--- config.mk ---
export PLATFORM = sky130hd
export DESIGN_NAME = uart_tx
export DESIGN_NICKNAME = d
export VERILOG_FILES = /design/src/rtl/uart_pkg.sv /design/src/rtl/uart_baud_gen.sv /design/src/rtl/uart_tx.sv
export SDC_FILE = /design/constraint.sdc
export NUM_CORES = 1
export LEC_CHECK = 0
export ABC_AREA = 1
export ABC_CLOCK_PERIOD_IN_PS = 3920
export CELL_PAD_IN_SITES_DETAIL_PLACEMENT = 1
export CELL_PAD_IN_SITES_GLOBAL_PLACEMENT = 2
export CORE_ASPECT_RATIO = 1.25
export CORE_MARGIN = 2
export CORE_UTILIZATION = 37
export DETAILED_ROUTE_END_ITERATION = 12
export PLACE_DENSITY_LB_ADDON = 0.1
export SYNTH_ARGS = -nofsm -noshare
export SYNTH_HDL_FRONTEND = slang
export SYNTH_SLANG_ARGS = --single-unit
--- constraint.sdc ---
create_clock -name clk -period 3.92 [get_ports clk]
set_input_delay 0.784 -clock clk [delete_from_list [all_inputs] [get_ports clk]]
set_output_delay 0.784 -clock clk [all_outputs]
set_load 0.005 [all_outputs]
--- src/rtl/uart_pkg.sv ---
// Shared UART definitions: transmitter state encoding, data width and the
// baud divisor helper used by both the transmitter and the future receiver.
package uart_pkg;

   typedef enum logic [2:0] {
      IDLE,
      START,
      DATA,
      PARITY,
      STOP
   } tx_state_t;

   localparam int unsigned DATA_BITS = 8;

   // Clock cycles per line bit, truncated.
   function automatic int unsigned baud_div(input int unsigned clk_hz,
                                            input int unsigned baud);
      return clk_hz / baud;
   endfunction

endpackage

--- src/rtl/uart_baud_gen.sv ---
// Bit-period timer: counts 0..DIV-1 while enabled and pulses o_bit_done on
// the last cycle of each bit period. i_clr holds the count at zero.
module uart_baud_gen #(
   parameter int unsigned DIV = 10
) (
   input  logic clk,
   input  logic rst_n,
   input  logic i_en,
   input  logic i_clr,
   output logic o_bit_done
);

   localparam int unsigned W = (DIV > 1) ? $clog2(DIV) : 1;
   localparam logic [W-1:0] LAST = W'(DIV - 1);

   logic [W-1:0] r_count;

   // Cycle counter, wrapping at the end of each bit period.
   always_ff @(posedge clk or negedge rst_n) begin
      if (!rst_n) begin
         r_count <= '0;
      end else if (i_clr || !i_en) begin
         r_count <= '0;
      end else if (r_count == LAST) begin
         r_count <= '0;
      end else begin
         r_count <= r_count + W'(1);
      end
   end

   assign o_bit_done = i_en && !i_clr && (r_count == LAST);

endmodule

--- src/rtl/uart_tx.sv ---
// UART transmitter: accepts a byte on a valid/ready handshake and sends
// start bit, 8 data bits LSB first, optional odd parity, and stop bit.
// BAUD_DIV = CLK_FREQUENCY/BAUD_RATE must be at least 2.
module uart_tx
   import uart_pkg::*;
#(
   parameter int unsigned CLK_FREQUENCY = 100_000_000,
   parameter int unsigned BAUD_RATE     = 19_200,
   parameter bit          PARITY_EN     = 1'b1
) (
   input  logic                 clk,
   input  logic                 rst_n,
   input  logic [DATA_BITS-1:0] din,
   input  logic                 send_valid,
   output logic                 send_ready,
   output logic                 tx_out,
   output logic                 tx_busy
);

   localparam int unsigned BAUD_DIV = baud_div(CLK_FREQUENCY, BAUD_RATE);

   tx_state_t            r_state, w_state_next;
   logic [DATA_BITS-1:0] r_shift, w_shift_next;
   logic [2:0]           r_bit_idx, w_bit_idx_next;
   logic                 r_parity, w_parity_next;
   logic                 r_tx, w_tx_next;
   logic                 w_bit_done;
   logic                 w_idle;

   assign w_idle = (r_state == IDLE);

   uart_baud_gen #(
      .DIV(BAUD_DIV)
   ) u_baud_gen (
      .clk       (clk),
      .rst_n     (rst_n),
      .i_en      (1'b1),
      .i_clr     (w_idle),
      .o_bit_done(w_bit_done)
   );

   // State, datapath and line registers.
   always_ff @(posedge clk or negedge rst_n) begin
      if (!rst_n) begin
         r_state   <= IDLE;
         r_shift   <= '0;
         r_bit_idx <= '0;
         r_parity  <= 1'b0;
         r_tx      <= 1'b1;
      end else begin
         r_state   <= w_state_next;
         r_shift   <= w_shift_next;
         r_bit_idx <= w_bit_idx_next;
         r_parity  <= w_parity_next;
         r_tx      <= w_tx_next;
      end
   end

   // Next-state logic; the line level is derived from the state being
   // entered so the registered tx_out lines up with r_state.
   always_comb begin
      w_state_next   = r_state;
      w_shift_next   = r_shift;
      w_bit_idx_next = r_bit_idx;
      w_parity_next  = r_parity;
      w_tx_next      = 1'b1;

      case (r_state)
         IDLE: begin
            if (send_valid) begin
               w_state_next  = START;
               w_shift_next  = din;
               w_parity_next = ~^din;
            end
         end
         START: begin
            if (w_bit_done) begin
               w_state_next   = DATA;
               w_bit_idx_next = '0;
            end
         end
         DATA: begin
            if (w_bit_done) begin
               w_shift_next = r_shift >> 1;
               if (r_bit_idx == 3'(DATA_BITS - 1)) begin
                  w_bit_idx_next = '0;
                  w_state_next   = PARITY_EN ? PARITY : STOP;
               end else begin
                  w_bit_idx_next = r_bit_idx + 3'd1;
               end
            end
         end
         PARITY: begin
            if (w_bit_done) begin
               w_state_next = STOP;
            end
         end
         STOP: begin
            if (w_bit_done) begin
               w_state_next = IDLE;
            end
         end
         default: begin
            w_state_next = IDLE;
         end
      endcase

      case (w_state_next)
         IDLE:    w_tx_next = 1'b1;
         START:   w_tx_next = 1'b0;
         DATA:    w_tx_next = w_shift_next[0];
         PARITY:  w_tx_next = w_parity_next;
         STOP:    w_tx_next = 1'b1;
         default: w_tx_next = 1'b1;
      endcase
   end

   assign send_ready = w_idle;
   assign tx_busy    = !w_idle;
   assign tx_out     = r_tx;

endmodule

==> results of run 1 <==
-- cells in the final DEF, fill, tap and decap left out, types with 2 or more instances in the layout --
master | synthesis | final
a21oi_2 | 2 | 2
nand2_1 | 52 | 52
nand3b_1 | 2 | 2
nand2_2 | 3 | 3
nand3_1 | 9 | 9
nor3_1 | 5 | 5
xnor2_1 | 4 | 4
nor2_1 | 18 | 18
nor2_4 | 3 | 3
inv_1 | 35 | 35
nand2_4 | 4 | 4
nand4_1 | 2 | 2
o221ai_1 | 6 | 6
dfrtp_1 | 28 | 28
inv_2 | 6 | 6
clkdlybuf4s50_1 | 0 | 13
xor2_1 | 5 | 5
o21ai_0 | 7 | 7
a21oi_1 | 11 | 11
ha_1 | 3 | 3
nor2_2 | 2 | 2
clkbuf_8 | 0 | 5
-- cells by family (layout without fill, tap and decap cells) --
family	count (synthesis)	in the layout
buf+inv	45	65
compound gates	29	29
simple gates	106	106
flops	29	29
xor+xnor	9	9
fa+ha+maj	3	3
-- how the worst max path moves through the flow --
stage,to,slack [ns]
final,tx_busy,1.58
after global routing,tx_busy,1.48
after CTS,tx_busy,1.56
after detailed placement,tx_out$_DFF_PN1_,1.77
after global placement,tx_out$_DFF_PN1_,1.84
after floorplan,tx_out$_DFF_PN1_,2.36
-- report_power, final --
group          leakage, nW  internal (mW)  total [mW]  switching (mW)
combinational        0.666         0.0184      0.0421          0.0237
sequential           0.345          0.299       0.299               0
clock               0.0543          0.190       0.312           0.123
total                 1.07          0.508       0.654           0.146
-- flip-flops by register name, summed over array words and instances (netlist names) --
| signal | flops |
|---|---|
| r_parity | 1 |
| r_shift | 8 |
| tx_out | 1 |
| u_baud_gen.r_count | 13 |
| r_state | 3 |
| r_bit_idx | 3 |
-- layer usage --
layer	part of all wire	GRT usage	routed length (µm)
met1	0.38	0.168	1490
met2	0.58	0.359	2290
met3	0.022	0.0462	88
met4	0.017	0.0625	68
met5	0	0	0
-- layout make-up --
class	count	area, µm²
clock inverters	3	46.3
well taps	58	72.6
repair buffers	14	138
flip-flops and latches	29	727
multi-input cells	147	837
inverters	43	165
clock buffers	5	68.8
fillers	562	2400
==> results_dict.tcl, run 1 <==
set metrics [dict create \
    grt_max_degree 30 \
    rows 27 \
    syn-cell-area_mm2 0.00174 \
    crit_required_ns 3.14 \
    fp.dieH_um 80.7 \
    postPlaceCellArea_mm2 0.00194 \
    timing.final.crit_share 0.596 \
    avgSynthCellArea_um2 7.87 \
    drc 0 \
    finalInstanceArea_mm2 0.00205 \
    setup_tns_ns 0 \
    fin_ws_ns 1.58 \
    crit_path_cell_trace "inv_2, nand2_4, nor2_8, inv_1, clkdlybuf4s50_1" \
    crit_cells 5 \
    postCtsSetupBuffers 0 \
    ys_async_sr_fraction 1.00 \
    rr_startpoint "u_baud_gen.r_count[0]$_DFF_PN0_" \
    cp-start-kind "flip-flop" \
    synth_xor_area_frac 0.0453 \
    status "completed" \
    fin_nets 254 \
    crit_start "r_state[2]$_DFF_PN0_" \
    worstSetupPathType "reg2out" \
    grt_usage 0.178 \
    r2r_end "u_baud_gen.r_count[10]$_DFF_PN0_" \
    synthMuxAreaShare 0 \
    hold_path_end "u_baud_gen.r_count[0]$_DFF_PN0_" \
    slew_headroom 0.738 \
    crit_buf_inv 3 \
    die-area_mm2 0.00527 \
    synthTopCellsByCount "52 x nand2_1, 35 x inv_1, 28 x dfrtp_1, 18 x nor2_1, 11 x a21oi_1" \
    pin_count 14 \
    cts_tree "built" \
    rsz0062_at_grt "no" \
    finish.utilization 0.461 \
    root_buffer "clkbuf_8" \
    routed_wire_length_per_instance_um 13.2 \
    ctsHoldBuffers 0 \
    grt_overflow 0 \
    synth_compound_area_frac 0.104 \
    grt_pass1_vias 1615 \
    setup_violations 0 \
    yosysSeqAreaShare 0.418 \
    synth-edff-count 0 \
    yosys-top-cells-area "dfrtp_1 40%, nand2_1 11%, inv_1 7.6%, nor2_1 3.9%, a21oi_1 3.2%" \
    max_freq_ghz 0.428 \
    post_cts_resized 0 \
    power_uw 654 \
    ant_nets 0 \
    synthSimpleGateAreaFrac 0.310 \
    finalWirelength_um 3940 \
    cts_max_level 2 \
    slew_violations 0 \
    power_density_mw_per_mm2 318 \
    hold_ws_ns 0.459 \
    synth_top_family_by_area "simple AND/OR/NAND/NOR gates" \
    yosysWarnings 0 \
    critical_path.max_fanout 7 \
    maxCapViolCount 0 \
    skew_ns 0.00409 \
    clk_latency_ns 0.28 \
    dp_slack_ns 1.77 \
    antenna_found_initial 0 \
    first_pass_iters 4 \
    cts.sinks 29 \
    hold-path-cell-count 1 \
    drive_gt1_frac 0.149 \
    synth_most_common_cell "nand2_1" \
    initial_core_util 0.390 \
    worstPathArrival_ns 1.55 \
    n_antenna_cell 0 \
    synthesis.instances 221 \
    dieWidth_um 65.3 \
    coreArea_mm2 0.00446 \
    dr_total_vias 1429 \
    fin_cells 299 \
    place_inst 291 \
    worst_pin_slew_ns 0.393 \
    crit_slowest_cell "clkdlybuf4s50_1" \
    portBuffers 13 \
    reg2reg_slack_ns 2.21 \
    fin_crit_ns 2.34 \
    synth-main-ff-cell "dfrtp_1" \
    finalHoldViolCount 0 \
    clk_path_buf_depth 2 \
    crit_family "buffers and inverters" \
    slowest_delay_ns 0.44 \
    postSynthNetCount 235 \
    grt_pass1_wl_um 7030 \
    cts.clk_slew.worst_paths_ns 0.07 \
    drt_first_iter_violations 39 \
    cp-end-kind "output pin" \
    r2r_cells 10 \
    ir_drop_v 0.000210 \
    post-dp-hpwl_um 3190 \
    hp-start "u_baud_gen.r_count[0]$_DFF_PN0_" \
    yosys_register_bits 29 \
    numCtsBuffers 5 \
    area_growth_pct 18.1 \
    synth_cell_types 34 \
    viasPerCell 4.78 \
    hp-class "reg2reg" \
    place_congestion 0.783 \
    synth_top_area_cell "dfrtp_1" \
    synth_top_area_share 0.403 \
    p_leak_nw 1.07 \
    synth_adder_area_share 0.0216 \
]
(Power assumes the default switching activity.)
==> inputs of run 2 (changes only) <==
- ABC_CLOCK_PERIOD_IN_PS: 3920 -> 2350
- CORE_UTILIZATION: 37 -> 34
- clock period: 3.92 -> 2.35 ns (I/O delays scaled with it)
==> run 2 against run 1 <==
Net effect: critical path depth is the same; total power up 68%; first-iteration DRC count decreased by 21%; utilization fell by 4.9 points; count of clock-buffer cells in the layout is the same; sequential cell count did not move; final area rose by 0.24%; combinational power up 68%; setup slack worse by 1.3 ns; die area is 8.3% higher; largest cell class unchanged; highest routed layer unchanged.
==> results_dict.tcl, run 2 (synthesis results as in run 1) <==
set metrics [dict create \
    cp-end-kind "output pin" \
    ant_nets 0 \
    setup_tns_ns 0 \
    n_antenna_cell 0 \
    post_cts_resized 0 \
    cts.clk_slew.worst_paths_ns 0.07 \
    clock_power_share 0.480 \
    die-area_mm2 0.00571 \
    maxCapViolCount 0 \
    hold_path_end "u_baud_gen.r_count[0]$_DFF_PN0_" \
    grt_overflow 0 \
    clk_path_buf_depth 2 \
    power_density_mw_per_mm2 533 \
    p_int_uw 847 \
    largest_reg_flops 13 \
    seqPwrFrac 0.455 \
    p_sw_uw 250 \
    r2r_end "u_baud_gen.r_count[10]$_DFF_PN0_" \
    fp.dieH_um 84.0 \
    place_inst 295 \
    worst_pin_slew_ns 0.383 \
    drc 0 \
    ctsHoldBuffers 0 \
    max_freq_ghz 0.495 \
    regMostFlops "u_baud_gen.r_count" \
    grt_pass1_wl_um 6910 \
    hold_ws_ns 0.462 \
    rows 29 \
    cts_tree "built" \
    cp-start-kind "flip-flop" \
    root_buffer "clkbuf_8" \
    setup_violations 0 \
    numCtsBuffers 5 \
    final_common_cell "nand2_1" \
    hp-start "u_baud_gen.r_count[0]$_DFF_PN0_" \
    portBuffers 13 \
    finalHoldViolCount 0 \
    ir_drop_v 0.000310 \
    p_leak_nw 1.07 \
    status "completed" \
    first_pass_iters 4 \
    rr_startpoint "u_baud_gen.r_count[0]$_DFF_PN0_" \
    cts_max_level 2 \
    fin_cells 303 \
    antenna_found_initial 0 \
    reg_top3 "u_baud_gen.r_count x13, r_shift x8" \
    slew_headroom 0.745 \
    dr_total_vias 1446 \
    finish.utilization 0.411 \
    routed_wire_length_per_instance_um 13.3 \
    grt_max_degree 30 \
    worstPathArrival_ns 1.55 \
    power_mw 1.10 \
    skew_ns 0.00883 \
    hp-class "reg2reg" \
    reg2reg_slack_ns 0.62 \
    hold-path-cell-count 1 \
    dieWidth_um 68.0 \
    grt_usage 0.162 \
    switching_share 0.228 \
    fin_crit_ns 2.02 \
    final_cell_mix "52 x nand2_1, 35 x inv_1, 28 x dfrtp_1" \
    post-dp-hpwl_um 3280 \
    clk_latency_ns 0.29 \
    drt_first_iter_violations 31 \
    timing.final.crit_share 0.860 \
    drive_gt1_frac 0.149 \
    grt_pass1_vias 1587 \
    area_growth_pct 18.4 \
    postCtsSetupBuffers 0 \
    critical_path.max_fanout 7 \
    viasPerCell 4.77 \
    worstSetupPathType "reg2out" \
    initial_core_util 0.347 \
    fin_nets 254 \
    r2r_cells 10 \
    slew_violations 0 \
    nFillCells 611 \
    combPwrFrac 0.065 \
    cts.sinks 29 \
    crit_required_ns 1.88 \
    coreArea_mm2 0.00501 \
    pin_count 14 \
    rsz0062_at_grt "no" \
    place_congestion 0.721 \
    finalWirelength_um 4040 \
]
-- run 2: cell type report --
cell class	count	area, µm²	share of cell area
Multi-Input combinational cell	147	837	0.406
Sequential cell	29	727	0.353
Inverter	43	165	0.0802
Timing Repair Buffer	14	138	0.0668
Tap cell	62	77.6	0.0377
Clock buffer	5	68.8	0.0334
Clock inverter	3	46.3	0.0225
-- run 2: worst max path at each step --
stage                                   endpoint  cells past startpoint  slack [ns]                            start
after floorplan           r_shift[1]$_DFFE_PN0P_                     10        0.94  u_baud_gen.r_count[0]$_DFF_PN0_
after global placement          tx_out$_DFF_PN1_                     11        0.56                           din[0]
after detailed placement        tx_out$_DFF_PN1_                     11        0.45                           din[0]
after CTS                                tx_busy                      5        0.29             r_state[2]$_DFF_PN0_
after global routing                     tx_busy                      5        0.23             r_state[2]$_DFF_PN0_
final                                    tx_busy                      5        0.33             r_state[0]$_DFF_PN0_
-- run 2: per-layer routing --
metal | part of all wire | global-route usage
met1 | 0.40 | 0.167
met5 | 0 | 0
met2 | 0.56 | 0.297
met3 | 0.021 | 0.0364
met4 | 0.020 | 0.0709
-- run 2: through the flow --
stage	setup WS [ns]	instance area, µm²
6_report	0.328	2060
5_1_grt	0.226	2060
4_1_cts	0.291	2060
3_5_place_dp	0.448	1940
3_3_place_gp	0.559	1940
2_1_floorplan	0.937	1740
-- run 2: power groups by stage --
| stage | sequential (mW) | combinational, mW | clock, mW |
|---|---|---|---|
| after floorplan | 0.509 | 0.0330 | 0 |
| after global routing | 0.499 | 0.0816 | 0.568 |
| after detailed placement | 0.508 | 0.0732 | 0 |
| final | 0.499 | 0.0709 | 0.527 |
| after CTS | 0.499 | 0.0736 | 0.542 |
| after global placement | 0.508 | 0.0692 | 0 |
-- run 2: worst max-delay path, cell delays in order (launching register included) --
cell	delay (ns)
dfrtp_1	0.39
inv_2	0.10
nand2_4	0.10
nor2_8	0.15
inv_1	0.08
clkdlybuf4s50_1	0.44
==> inputs of run 3 (changes only) <==
- CTS_CLUSTER_SIZE: default -> 30
- GPL_TIMING_DRIVEN: default -> 1
==> results of run 3 <==
The final DEF is identical to that of run 2; final timing and power are the same.
